## config.mk

```make
export PLATFORM = sky130hd
export DESIGN_NAME = pipeline_controller_flat
export DESIGN_NICKNAME = d
export VERILOG_FILES = /design/src/rtl/cpu_types_pkg.sv /design/src/rtl/pipeline_controller_if.sv /design/src/rtl/pipeline_controller_hazard_detect.sv /design/src/rtl/pipeline_controller.sv /design/src/flat_wrapper.sv
export SDC_FILE = /design/constraint.sdc
export NUM_CORES = 1
export LEC_CHECK = 0
export BUFFER_PORTS_ARGS = -buffer_cell sky130_fd_sc_hd__buf_4
export CORE_ASPECT_RATIO = 1.25
export CORE_MARGIN = 1.5
export CORE_UTILIZATION = 50
export DETAILED_ROUTE_END_ITERATION = 10
export PLACE_DENSITY = 0.82
export REMOVE_ABC_BUFFERS = 1
export SETUP_SLACK_MARGIN = 0.3
export SYNTH_ARGS = -nofsm -noshare
export SYNTH_HDL_FRONTEND = slang
export SYNTH_HIERARCHICAL = 1
export SYNTH_SLANG_ARGS = --single-unit
```

## constraint.sdc

```tcl
create_clock -name CLK -period 2.45 [get_ports CLK]
set_input_delay 0.49 -clock CLK [delete_from_list [all_inputs] [get_ports CLK]]
set_output_delay 0.49 -clock CLK [all_outputs]
set_load 0.005 [all_outputs]
```

## src/rtl/cpu_types_pkg.sv

```systemverilog
// cpu_types_pkg: shared CPU types, including the pipeline controller state encoding
package cpu_types_pkg;
  typedef logic [4:0] regbits_t;
  typedef enum logic [1:0] {RUN, DWAIT, DRAIN, HALTED} ctrl_state_t;
endpackage

```

## src/rtl/pipeline_controller_if.sv

```systemverilog
// pipeline_controller_if: stage status inputs and register control strobes between controller and datapath
interface pipeline_controller_if;
  import cpu_types_pkg::*;
  logic ihit, dhit, mem_dREN, mem_dWEN, ex_dREN, branch_taken, id_jump, ex_halt, wb_halt;
  regbits_t ex_rt, id_rs, id_rt;
  logic pc_en, ifid_en, idex_en, exmem_en, memwb_en;
  logic ifid_flush, idex_flush, exmem_flush, memwb_flush, exmem_clear_req;
  modport master (
    input ihit, dhit, mem_dREN, mem_dWEN, ex_dREN, branch_taken, id_jump, ex_halt, wb_halt,
    input ex_rt, id_rs, id_rt,
    output pc_en, ifid_en, idex_en, exmem_en, memwb_en,
    output ifid_flush, idex_flush, exmem_flush, memwb_flush, exmem_clear_req
  );
  modport slave (
    output ihit, dhit, mem_dREN, mem_dWEN, ex_dREN, branch_taken, id_jump, ex_halt, wb_halt,
    output ex_rt, id_rs, id_rt,
    input pc_en, ifid_en, idex_en, exmem_en, memwb_en,
    input ifid_flush, idex_flush, exmem_flush, memwb_flush, exmem_clear_req
  );
endinterface

```

## src/rtl/pipeline_controller_hazard_detect.sv

```systemverilog
// hazard_detect: load in ID/EX whose destination feeds an IF/ID source ($0 never hazards)
module hazard_detect
  import cpu_types_pkg::*;
(
  input  logic     ex_dREN,
  input  regbits_t ex_rt,
  input  regbits_t id_rs,
  input  regbits_t id_rt,
  output logic     load_use
);
  assign load_use = ex_dREN && ex_rt != '0 && (ex_rt == id_rs || ex_rt == id_rt);
endmodule

```

## src/rtl/pipeline_controller.sv

```systemverilog
// pipeline_controller: per-stage enable/flush sequencing, memory freeze, halt drain and stall statistics
module pipeline_controller
  import cpu_types_pkg::*;
#(
  parameter int CNT_W = 32
) (
  input  logic                  CLK,
  input  logic                  nRST,
  pipeline_controller_if.master pif,
  output logic                  halted,
  output logic [CNT_W-1:0]      stall_cycles,
  output logic [CNT_W-1:0]      bubble_cycles
);
  ctrl_state_t state, next_state;
  logic lu, freeze, run, drain;
  hazard_detect u_hazard (
    .ex_dREN (pif.ex_dREN),
    .ex_rt   (pif.ex_rt),
    .id_rs   (pif.id_rs),
    .id_rt   (pif.id_rt),
    .load_use(lu)
  );
  // DWAIT keeps the pipe frozen until the clear_req cycle, independent of req
  assign freeze = state != HALTED && (state == DWAIT || pif.mem_dREN || pif.mem_dWEN);
  assign run    = nRST && state != HALTED && !freeze;
  assign drain  = state == DRAIN;
  assign pif.pc_en           = run && !drain && (pif.branch_taken || (!lu && pif.ihit));
  assign pif.ifid_en         = run && (drain || pif.branch_taken || !lu);
  assign pif.idex_en         = run;
  assign pif.exmem_en        = run;
  assign pif.memwb_en        = run;
  assign pif.ifid_flush      = run && (drain || pif.branch_taken || (!lu && (pif.id_jump || !pif.ihit)));
  assign pif.idex_flush      = run && (drain || pif.branch_taken || lu);
  assign pif.exmem_flush     = 1'b0;
  assign pif.memwb_flush     = nRST && freeze;
  assign pif.exmem_clear_req = nRST && freeze && pif.dhit;
  assign halted              = nRST && state == HALTED;
  always_comb
    next_state = pif.wb_halt ? HALTED :
                 state == HALTED ? HALTED :
                 freeze ? (pif.dhit ? ((pif.ex_halt || drain) ? DRAIN : RUN) : DWAIT) :
                 (drain || pif.ex_halt) ? DRAIN : RUN;
  always_ff @(posedge CLK or negedge nRST)
    if (!nRST) begin
      state         <= RUN;
      stall_cycles  <= '0;
      bubble_cycles <= '0;
    end else begin
      state <= next_state;
      if (state != HALTED && freeze && !(&stall_cycles))
        stall_cycles <= stall_cycles + CNT_W'(1);
      if (state != HALTED && !freeze && (lu || !pif.ihit) && !(&bubble_cycles))
        bubble_cycles <= bubble_cycles + CNT_W'(1);
    end
endmodule

```

## src/flat_wrapper.sv

```systemverilog
// flat-port wrapper written by rule: the top's interface ports become plain ports
module pipeline_controller_flat import cpu_types_pkg::*;
#(
  parameter int CNT_W = 32
)
  (CLK, nRST, halted, stall_cycles, bubble_cycles, pif_ihit, pif_dhit, pif_mem_dREN, pif_mem_dWEN, pif_ex_dREN, pif_branch_taken, pif_id_jump, pif_ex_halt, pif_wb_halt, pif_ex_rt, pif_id_rs, pif_id_rt, pif_pc_en, pif_ifid_en, pif_idex_en, pif_exmem_en, pif_memwb_en, pif_ifid_flush, pif_idex_flush, pif_exmem_flush, pif_memwb_flush, pif_exmem_clear_req);
  pipeline_controller_if pif_i ();
  input  logic CLK;
  input  logic nRST;
  output logic halted;
  output logic [CNT_W-1:0] stall_cycles;
  output logic [CNT_W-1:0] bubble_cycles;
  input wire logic [$bits(pif_i.ihit)-1:0] pif_ihit;
  input wire logic [$bits(pif_i.dhit)-1:0] pif_dhit;
  input wire logic [$bits(pif_i.mem_dREN)-1:0] pif_mem_dREN;
  input wire logic [$bits(pif_i.mem_dWEN)-1:0] pif_mem_dWEN;
  input wire logic [$bits(pif_i.ex_dREN)-1:0] pif_ex_dREN;
  input wire logic [$bits(pif_i.branch_taken)-1:0] pif_branch_taken;
  input wire logic [$bits(pif_i.id_jump)-1:0] pif_id_jump;
  input wire logic [$bits(pif_i.ex_halt)-1:0] pif_ex_halt;
  input wire logic [$bits(pif_i.wb_halt)-1:0] pif_wb_halt;
  input wire logic [$bits(pif_i.ex_rt)-1:0] pif_ex_rt;
  input wire logic [$bits(pif_i.id_rs)-1:0] pif_id_rs;
  input wire logic [$bits(pif_i.id_rt)-1:0] pif_id_rt;
  output wire logic [$bits(pif_i.pc_en)-1:0] pif_pc_en;
  output wire logic [$bits(pif_i.ifid_en)-1:0] pif_ifid_en;
  output wire logic [$bits(pif_i.idex_en)-1:0] pif_idex_en;
  output wire logic [$bits(pif_i.exmem_en)-1:0] pif_exmem_en;
  output wire logic [$bits(pif_i.memwb_en)-1:0] pif_memwb_en;
  output wire logic [$bits(pif_i.ifid_flush)-1:0] pif_ifid_flush;
  output wire logic [$bits(pif_i.idex_flush)-1:0] pif_idex_flush;
  output wire logic [$bits(pif_i.exmem_flush)-1:0] pif_exmem_flush;
  output wire logic [$bits(pif_i.memwb_flush)-1:0] pif_memwb_flush;
  output wire logic [$bits(pif_i.exmem_clear_req)-1:0] pif_exmem_clear_req;
  assign pif_i.ihit = pif_ihit;
  assign pif_i.dhit = pif_dhit;
  assign pif_i.mem_dREN = pif_mem_dREN;
  assign pif_i.mem_dWEN = pif_mem_dWEN;
  assign pif_i.ex_dREN = pif_ex_dREN;
  assign pif_i.branch_taken = pif_branch_taken;
  assign pif_i.id_jump = pif_id_jump;
  assign pif_i.ex_halt = pif_ex_halt;
  assign pif_i.wb_halt = pif_wb_halt;
  assign pif_i.ex_rt = pif_ex_rt;
  assign pif_i.id_rs = pif_id_rs;
  assign pif_i.id_rt = pif_id_rt;
  assign pif_pc_en = pif_i.pc_en;
  assign pif_ifid_en = pif_i.ifid_en;
  assign pif_idex_en = pif_i.idex_en;
  assign pif_exmem_en = pif_i.exmem_en;
  assign pif_memwb_en = pif_i.memwb_en;
  assign pif_ifid_flush = pif_i.ifid_flush;
  assign pif_idex_flush = pif_i.idex_flush;
  assign pif_exmem_flush = pif_i.exmem_flush;
  assign pif_memwb_flush = pif_i.memwb_flush;
  assign pif_exmem_clear_req = pif_i.exmem_clear_req;
  pipeline_controller #(.CNT_W(CNT_W)) u_core (.CLK(CLK), .nRST(nRST), .pif(pif_i), .halted(halted), .stall_cycles(stall_cycles), .bubble_cycles(bubble_cycles));
endmodule
```

== Yosys cells after proc, flatten, opt, wreduce, memory -nomap -nowiden ==
Cells that the tools add are included.
W data, S select, Z words.

* Bits in registers: 66
* Bits in latches: 0
* RAM bits: 0
* Memory bits (read-only): 0
* Output and inout port bits: 75
* Word-level logic and storage cells: 56
* Memories: 0

* Add/subtract/negate cells: 2
* $mul: 0
* Div/mod/pow operators: 0
* $lt $le $gt $ge: 0
* Eq/ne operators: 6
* Shifts and indexed selects: 0
* Muxes and demuxes: 5
* Bitwise logic cells: 0
* Reduce and logical (&&, ||, !) cells: 40

{| class="wikitable"
|+ Operator list
! operator !! count
|-
| $add A32 B1 Y32 const B || 2
|-
| $reduce_and A32 Y1 || 2
|-
| $logic_and A1 B1 Y1 || 20
|-
| $logic_or A1 B1 Y1 || 11
|-
| $eq A5 B5 Y1 || 2
|-
| $mux W2 || 5
|-
| $logic_not A1 Y1 || 6
|-
| $reduce_bool A5 Y1 || 1
|-
| $eq A2 B2 Y1 const B || 2
|-
| $eq A2 B1 Y1 const B || 1
|-
| $ne A2 B2 Y1 const B || 1
|}

== Depth between registers and ports, before layout ==
Gate-level depths: netlist (run 1).

* Word-level depth: 8
* Mapped depth: 9
* Mapped depth without buffers: 9

== Cells and area by module ==
The synthesis (run 1) kept the hierarchy.

{| class="wikitable"
|+ By module, submodules not included
! module !! times used !! cells an instance !! area an instance (um^2)
|-
| pipeline_controller || 1 || 318 || 3377.0
|-
| hazard_detect || 1 || 17 || 125.1
|}

== Worst setup path after synthesis (run 1) ==
OpenSTA, ideal clock, no wires.

* Path kind: input-to-reg
* Start point: in pif_ex_rt[0]
* End point: reg u_core.bubble_cycles[27]
* Data arrival time: 2.063 ns
* Slack: 0.263 ns
* Stages: 9
* Path buffers: 0
* Cells stage by stage: xor2_1 nor3_1 nand3_1 a21oi_1 nand2b_1 nand2_2 nor4_4 nand4_1 xnor2_1

* Longest elaborated chain between the ends: 6

{| class="wikitable"
|+ RTL lines
! element !! line !! source
|-
| start: declaration || flat_wrapper.sv:22 || <nowiki>input wire logic [$bits(pif_i.ex_rt)-1:0] pif_ex_rt;</nowiki>
|-
| $eq A5 B5 Y1 / $reduce_bool A5 Y1 (equally long branches) || pipeline_controller_hazard_detect.sv:11 || <nowiki>assign load_use = ex_dREN && ex_rt != '0 && (ex_rt == id_rs || ex_rt == id_rt);</nowiki>
|-
| $logic_or A1 B1 Y1 / $logic_and A1 B1 Y1 (equally long branches) || pipeline_controller_hazard_detect.sv:11 ||
|-
| $logic_and A1 B1 Y1 * || pipeline_controller_hazard_detect.sv:11 ||
|-
| via u_core.lu || pipeline_controller.sv:15 || <nowiki>logic lu, freeze, run, drain;</nowiki>
|-
| $logic_or A1 B1 Y1 * || pipeline_controller.sv:52 || <nowiki>if (state != HALTED && !freeze && (lu || !pif.ihit) && !(&bubble_cycles))</nowiki>
|-
| $logic_and A1 B1 Y1 * (2 in series) || pipeline_controller.sv:52 ||
|-
| end signal: assignment || pipeline_controller.sv:53 || <nowiki>bubble_cycles <= bubble_cycles + CNT_W'(1);</nowiki>
|-
| end: declaration || pipeline_controller.sv:12 || <nowiki>output logic [CNT_W-1:0] bubble_cycles</nowiki>
|}

The timed path passes the listed nets; every way through them passes the cells marked *.
A chain may end at the register's enable or synchronous reset.

== Worst setup path in the final report (run 1) ==
* Start point: in pif_ex_rt[1]
* End point: out pif_pc_en

* Longest elaborated chain between the ends: 7

{| class="wikitable"
|+ RTL lines
! element !! line !! source
|-
| $eq A5 B5 Y1 / $reduce_bool A5 Y1 (equally long branches) || pipeline_controller_hazard_detect.sv:11 ||
|-
| $logic_or A1 B1 Y1 / $logic_and A1 B1 Y1 (equally long branches) || pipeline_controller_hazard_detect.sv:11 ||
|-
| $logic_and A1 B1 Y1 * || pipeline_controller_hazard_detect.sv:11 ||
|-
| via u_core.lu || pipeline_controller.sv:15 ||
|-
| $logic_not A1 Y1 * || pipeline_controller.sv:27 || <nowiki>assign pif.pc_en = run && !drain && (pif.branch_taken || (!lu && pif.ihit));</nowiki>
|-
| $logic_and A1 B1 Y1 * || pipeline_controller.sv:27 ||
|-
| $logic_or A1 B1 Y1 * || pipeline_controller.sv:27 ||
|-
| $logic_and A1 B1 Y1 * || pipeline_controller.sv:27 ||
|-
| end: declaration || flat_wrapper.sv:25 || <nowiki>output wire logic [$bits(pif_i.pc_en)-1:0] pif_pc_en;</nowiki>
|}

Marks and branches as above.

==> metrics.txt, run 1 <==
FF-to-FF setup slack between 400 and 500 ps; Yosys cell types 40; io pins between 100 and 150; PwrDens approximately 450 nW/um^2; Req. time, crit path between 1500 and 2000 ps; number of detailed-routing iterations run before antenna repair 4; first-pass GRT wire length around 15000 um; initial antenna violation count 0; Antenna Cells 0; Root Buffer clkbuf_8; area growth from synthesis to layout 37.2%; CP endpoint kind output pin; initial DRC count approximately 200; H-Tree Depth 3; final hold violations 0; Initial Util a little over half; CTS tree built; Cell Area, Synth ~3500 sq um; total power about 2.2 mW; RR Endpoint u_core/bubble_cycles[1]; fraction of layout cells with a size suffix above 1 roughly a third; CP Class in -> out; placed cell count about 530; Core Area roughly 6600 sq um; GP Congestion a little over 0.9; Max Fclk between 400 and 500 MHz; routed len/inst 16.4 um; max capacitance violation total 0; max_slew headroom between 50% and 60%; Clock Latency Late Sink approximately 360 ps; DR vias between 3k and 4k; Post-DRT Antenna Nets 0; post-DP HPWL around 6300 um; CTS Buffer Depth 2; clock skew around 5.8 ps; DIE HEIGHT 96.6 um; Reg2Reg Launch Point u_core/bubble_cycles[0]; DRT Wirelength about 9100 um; PortBufs 99; hold slack final ~290 ps; CP Launch Type input port; clock sinks 66; Tmin final between 2000 and 2500 ps; Final period util 95.3%; Peak VDD IR approximately 0.31 mV; leakage around 2.3 nW; vias in the first global route 3120; status completed; Reg clk slew, reported paths ~70 ps; crit path from pif_ex_rt[1]; Mapped Cells roughly 340; yosys warns 6; crit-path max FO 3; Least-Margin Pin Slew around 640 ps; unrepaired setup endpoints after global routing true; Final setup viols 0; Tightest Hold Check Type in -> async; number of flops mapped to enable cells by yosys 0; total grt overflow 0; asr flop ratio synth 100%; Via density between 5 and 6; row cnt 33; Seq cells post-synth 66; chip width roughly 80 um; Non-Filler Instances about 550; drt drc 0; cts bufs inserted 9; die area approximately 7500 sq um; Final Util between 70% and 80%; Avg Inst Size Synth roughly 10 sq um; Slew Viols, Final 0; Worst R2R Path Depth 6; Total GRT Usage between 20% and 30%; CP arrival between 1500 and 2000 ps; sequential area share after synthesis between 40 and 50%; final layout net count just under 500; ys flop type dfrtp_1; largest net degree at the start of global routing about 50
where the power goes:
part           internal, mW  leakage [nW]  switching, mW
Clock                 0.463        0.0958          0.431
Sequential             1.10         0.898         0.0191
Combinational        0.0792          1.30         0.0714
Total                  1.64          2.30          0.521
registers in the layout, summed over array words and instances (netlist names):
register and flops:
u_core/state 2, u_core/stall_cycles 32, u_core/bubble_cycles 32
metal layers:
layer,global-route usage [%],vias to the layer above,wire (um)
met5,0,-,0
met3,5.63,22,495
li1,-,1462,-
met4,11.5,0,214
met1,30.4,1535,3670
met2,43.4,110,4710
timing repair:
| item | CTS | global route |
|---|---|---|
| setup endpoints to repair | 9 | 28 |
| endpoints found under the hold margin | 5 | 0 |
| hold buffers | 2 | 0 |
| pin swaps | 8 | 12 |
| resized for setup | 14 | 15 |
| buffers inserted | 6 | 3 |
layout by cell type, fill, tap and decap left out, types with 8 or more instances in the layout:
master,netlist,layout
and3_1,19,18
and4_1,10,10
buf_4,3,109
buf_6,0,8
clkbuf_8,0,9
dfrtp_1,66,65
nand2_1,21,21
nand3_1,40,40
nand4_1,23,23
nor2_1,16,16
xnor2_1,50,48
xor2_1,19,18
layout make-up:
type | count | area, sq um
well taps | 87 | 109
fillers | 485 | 1840
clock inverters | 6 | 57.6
repair buffers | 119 | 928
multi-input cells | 258 | 1900
inverters | 7 | 26.3
flip-flops and latches | 66 | 1650
clock buffers | 10 | 128
cells by family after synthesis:
family / synth area share, %
muxes: 0.643
other: 0.107
adders and majority gates: 0.714
AOI/OAI and AO/OA: 4.93
and+or+nand+nor: 27.7
xor gates and xnor gates: 17.3
buffers and inverters: 1.50
DFF: 47.2
how the worst max path moves through the flow:
stage / end / depth (start not counted) / slack [ps]
3_3_place_gp: u_core/bubble_cycles[31] / 11 / -20
3_5_place_dp: u_core/bubble_cycles[31] / 11 / -30
4_1_cts: pif_pc_en / 8 / 130
5_1_grt: pif_pc_en / 8 / 50
2_1_floorplan: u_core/bubble_cycles[27] / 9 / 260
6_report: pif_pc_en / 8 / 110
cells in the mapped netlist (3+ instances only):
library cell,n,share of area (%)
xnor2_1,50,13
nand2_1,21,2.3
xor2_1,19,4.8
dfrtp_1,66,47
nor3_1,8,1.1
nand3_1,40,5.7
buf_4,3,0.64
a41oi_1,3,0.75
and3_1,19,3.4
and2_1,7,1.3
nor2_1,16,1.7
inv_1,7,0.75
a21oi_1,10,1.4
and4_1,10,2.5
nand4_1,23,4.1
worst max-delay path, cell delays in order:
cell and delay (ps):
buf_6 90, or4_4 530, o21ai_2 140, a21oi_2 70, nor2b_1 160, nor2_1 60, a211oi_1 170, buf_4 150
through the flow:
step | area [sq um] | setup TNS [ps] | setup slack, ps
finish | 4800 | 0 | 115
global route | 4800 | 0 | 49.8
CTS | 4700 | 0 | 128
detailed placement | 4400 | -147 | -34.8
global placement | 4400 | -57.6 | -18.9
floorplan | 3480 | 0 | 263
No activity file was read; power rests on OpenSTA's default activity.
==> run 2, diff against run 1 <==
--- a/config.mk
+++ b/config.mk
@@ -5,7 +5,7 @@
 export SDC_FILE = /design/constraint.sdc
 export NUM_CORES = 1
 export LEC_CHECK = 0
-export BUFFER_PORTS_ARGS = -buffer_cell sky130_fd_sc_hd__buf_4
+export BUFFER_PORTS_ARGS = -buffer_cell sky130_fd_sc_hd__buf_2
 export CORE_ASPECT_RATIO = 1.25
 export CORE_MARGIN = 1.5
 export CORE_UTILIZATION = 50
==> run 2 against run 1 <==
Compared with the run above:
- via count decreased by 1.3%
- core utilization down 4.4 points
- sequential cell count did not move
- hold slack worse by 120 ps
- sequential share of layout area up 2.3 points
- setup slack lost 8.8 ps
- fmax fell by 0.37%
- die area stayed put
- non-clock buffer count is 6 lower
- clock-buffer cell count fell by 1
- combinational power is 21% lower
- critical endpoint unchanged
- highest routed layer unchanged
==> metrics.txt, run 2 (same netlist as run 1, synthesis figures left out) <==
status completed (unchanged); Max Fclk 427 MHz (was 428 MHz); Reg2Reg Launch Point u_core/stall_cycles[4] (was u_core/bubble_cycles[0]); Slowest cell on crit path or4_4 (unchanged); Slew Viols, Final 0 (unchanged); Post-CTS Hold Fix Bufs 0 (was 2); Worst Path Buf+Inv 2 (unchanged); Worst R2R Path Depth 5 (was 6); Tmin final 2340 ps (about the same); Switch Pwr 0.518 mW (was 0.521 mW); DR vias 3087 (was 3129); total grt overflow 0 (unchanged); CP Launch Type input port (unchanged); vias in the first global route 3036 (was 3120); PortBufs 99 (unchanged); drt drc 0 (unchanged); Antenna Cells 0 (unchanged); sequential power share 49.8% (was 51.8%); Peak VDD IR 0.417 mV (was 0.308 mV); initial DRC count 190 (was 204); die area 7520 sq um (unchanged); multi-input combinational cell area 1880 sq um (was 1900 sq um); crit-path max FO 2 (was 3); CP arrival 1850 ps (about the same); fillers 525 (was 485); CTS tree built (unchanged); crit-path cells buf_6, or4_4, o21ai_4, a21oi_2, nor2b_1, nor2_1, a211oi_1, buf_2 (was buf_6, or4_4, o21ai_2, a21oi_2, nor2b_1, nor2_1, a211oi_1, buf_4); Via density 5.64 (was 5.66); Req. time, crit path 1960 ps (about the same); DRT Wirelength 8650 um (was 9090 um); first-pass GRT wire length 14200 um (was 14700 um); internal power 1.73 mW (was 1.64 mW); cts bufs inserted 9 (unchanged); Initial Util 52.7% (unchanged); Least-Margin Pin Slew 596 ps (was 636 ps); leakage 2.25 nW (was 2.30 nW); row cnt 33 (unchanged); H-Tree Depth 3 (unchanged); combinational share of power 5.3% (was 7.0%); area growth from synthesis to layout 28.7% (was 37.2%); io pins 101 (unchanged); Root Buffer clkbuf_8 (unchanged); post-DP HPWL 6130 um (was 6270 um); Clock Latency Late Sink 340 ps (was 360 ps); largest net degree at the start of global routing 48 (was 51); Clock Power Share 44.9% (was 41.3%); final hold violations 0 (unchanged); CP Class in -> out (unchanged); register area 1650 sq um (unchanged); Final setup viols 0 (unchanged); pre-CTS setup slack -94.9 ps (was -34.8 ps); Tightest Hold Check Type in -> async (unchanged); PwrDens 498 nW/um^2 (was 451 nW/um^2); Final period util 95.7% (was 95.3%); routed len/inst 15.8 um (was 16.4 um); CP endpoint kind output pin (unchanged); fraction of layout cells with a size suffix above 1 33.3% (was 34.5%); unrepaired setup endpoints after global routing true (unchanged); worst setup margin 106 ps (was 115 ps); Largest delay share family, worst path simple AND/OR/NAND/NOR gates (unchanged); Critical Path Max Stage Delay 550 ps (was 530 ps); number of detailed-routing iterations run before antenna repair 5 (was 4); max capacitance violation total 0 (unchanged); commonest non-fill, non-tap cells in the layout 97 x buf_2, 65 x dfrtp_1, 50 x xnor2_1 (was 109 x buf_4, 65 x dfrtp_1, 48 x xnor2_1); Total GRT Usage 24.2% (was 25.3%); RR Endpoint u_core/stall_cycles[27] (was u_core/bubble_cycles[1]); initial antenna violation count 0 (unchanged); commonest non-fill, non-tap cell in the layout buf_2 (was buf_4); chip width 77.9 um (unchanged); CTS Buffer Depth 2 (unchanged); GP Congestion 0.873 (was 0.926); Sw Ratio 23.1% (was 24.1%); final layout net count 483 (was 489); Sum Neg Setup Slack 0 ps (unchanged); max_slew headroom 60.3% (was 57.6%); Top Registers u_core/bubble_cycles: 32 flops, u_core/stall_cycles: 32 flops, u_core/state: 2 flops (unchanged); Core Area 6650 sq um (unchanged); DIE HEIGHT 96.6 um (unchanged); FF-to-FF setup slack 420 ps (was 470 ps); Post-DRT Antenna Nets 0 (unchanged); Reg clk slew, reported paths 70 ps (about the same); clock skew 8.47 ps (was 5.81 ps); clock sinks 66 (unchanged)
run 2: through the flow:
stage	area, sq um	hold WS, ps	instances	power [mW]	utilization (%)
3_5_place_dp	4150	486	526	1.25	62.4
4_1_cts	4450	156	545	2.26	66.9
6_report	4510	165	547	2.25	67.8
3_3_place_gp	4150	472	526	1.24	62.4
5_1_grt	4510	178	547	2.32	67.8
2_1_floorplan	3480	194	331	1.17	-
run 2: layout make-up:
class | instances | share of cell area (%)
clock buffer | 9 | 2.75
clock inverter | 7 | 2.08
inverter | 7 | 0.583
multi-input combinational | 258 | 41.7
sequential | 66 | 36.7
tap | 87 | 2.41
timing repair buffer | 113 | 13.8
run 2: power by group through the flow:
stage / Combinational [mW] / Sequential (mW) / Clock [mW]
after floorplan: 0.0361 / 1.14 / 0
after global placement: 0.106 / 1.14 / 0
after detailed placement: 0.110 / 1.14 / 0
after CTS: 0.117 / 1.12 / 1.02
after global routing: 0.134 / 1.12 / 1.07
final: 0.120 / 1.12 / 1.01
run 2: how the worst max path moves through the flow:
stage          depth (start not counted)         start                       end  slack, ps
2_1_floorplan                          9  pif_ex_rt[0]  u_core/bubble_cycles[27]        260
3_3_place_gp                          11  pif_ex_rt[0]  u_core/bubble_cycles[31]        -20
3_5_place_dp                          11  pif_ex_rt[3]  u_core/bubble_cycles[21]        -90
4_1_cts                                8  pif_ex_rt[4]                 pif_pc_en         30
5_1_grt                                8  pif_ex_rt[1]                 pif_pc_en         70
6_report                               8  pif_ex_rt[1]                 pif_pc_en        110
run 2: timing repair:
action	in CTS	in global routing
setup buffers	3	2
gates resized for setup	14	9
setup endpoints to repair	17	33
gates cloned	0	0
pin swaps	6	7
run 2: routing by layer:
| layer | vias to the layer above | track usage, % | wire (um) | share of wire (%) |
|---|---|---|---|---|
| met5 | - | 0 | 0 | 0 |
| met4 | 0 | 11.1 | 170 | 2.0 |
| met3 | 17 | 4.23 | 388 | 4.5 |
| met2 | 100 | 42.0 | 4470 | 52 |
| met1 | 1521 | 29.5 | 3620 | 42 |
| li1 | 1449 | - | - | - |
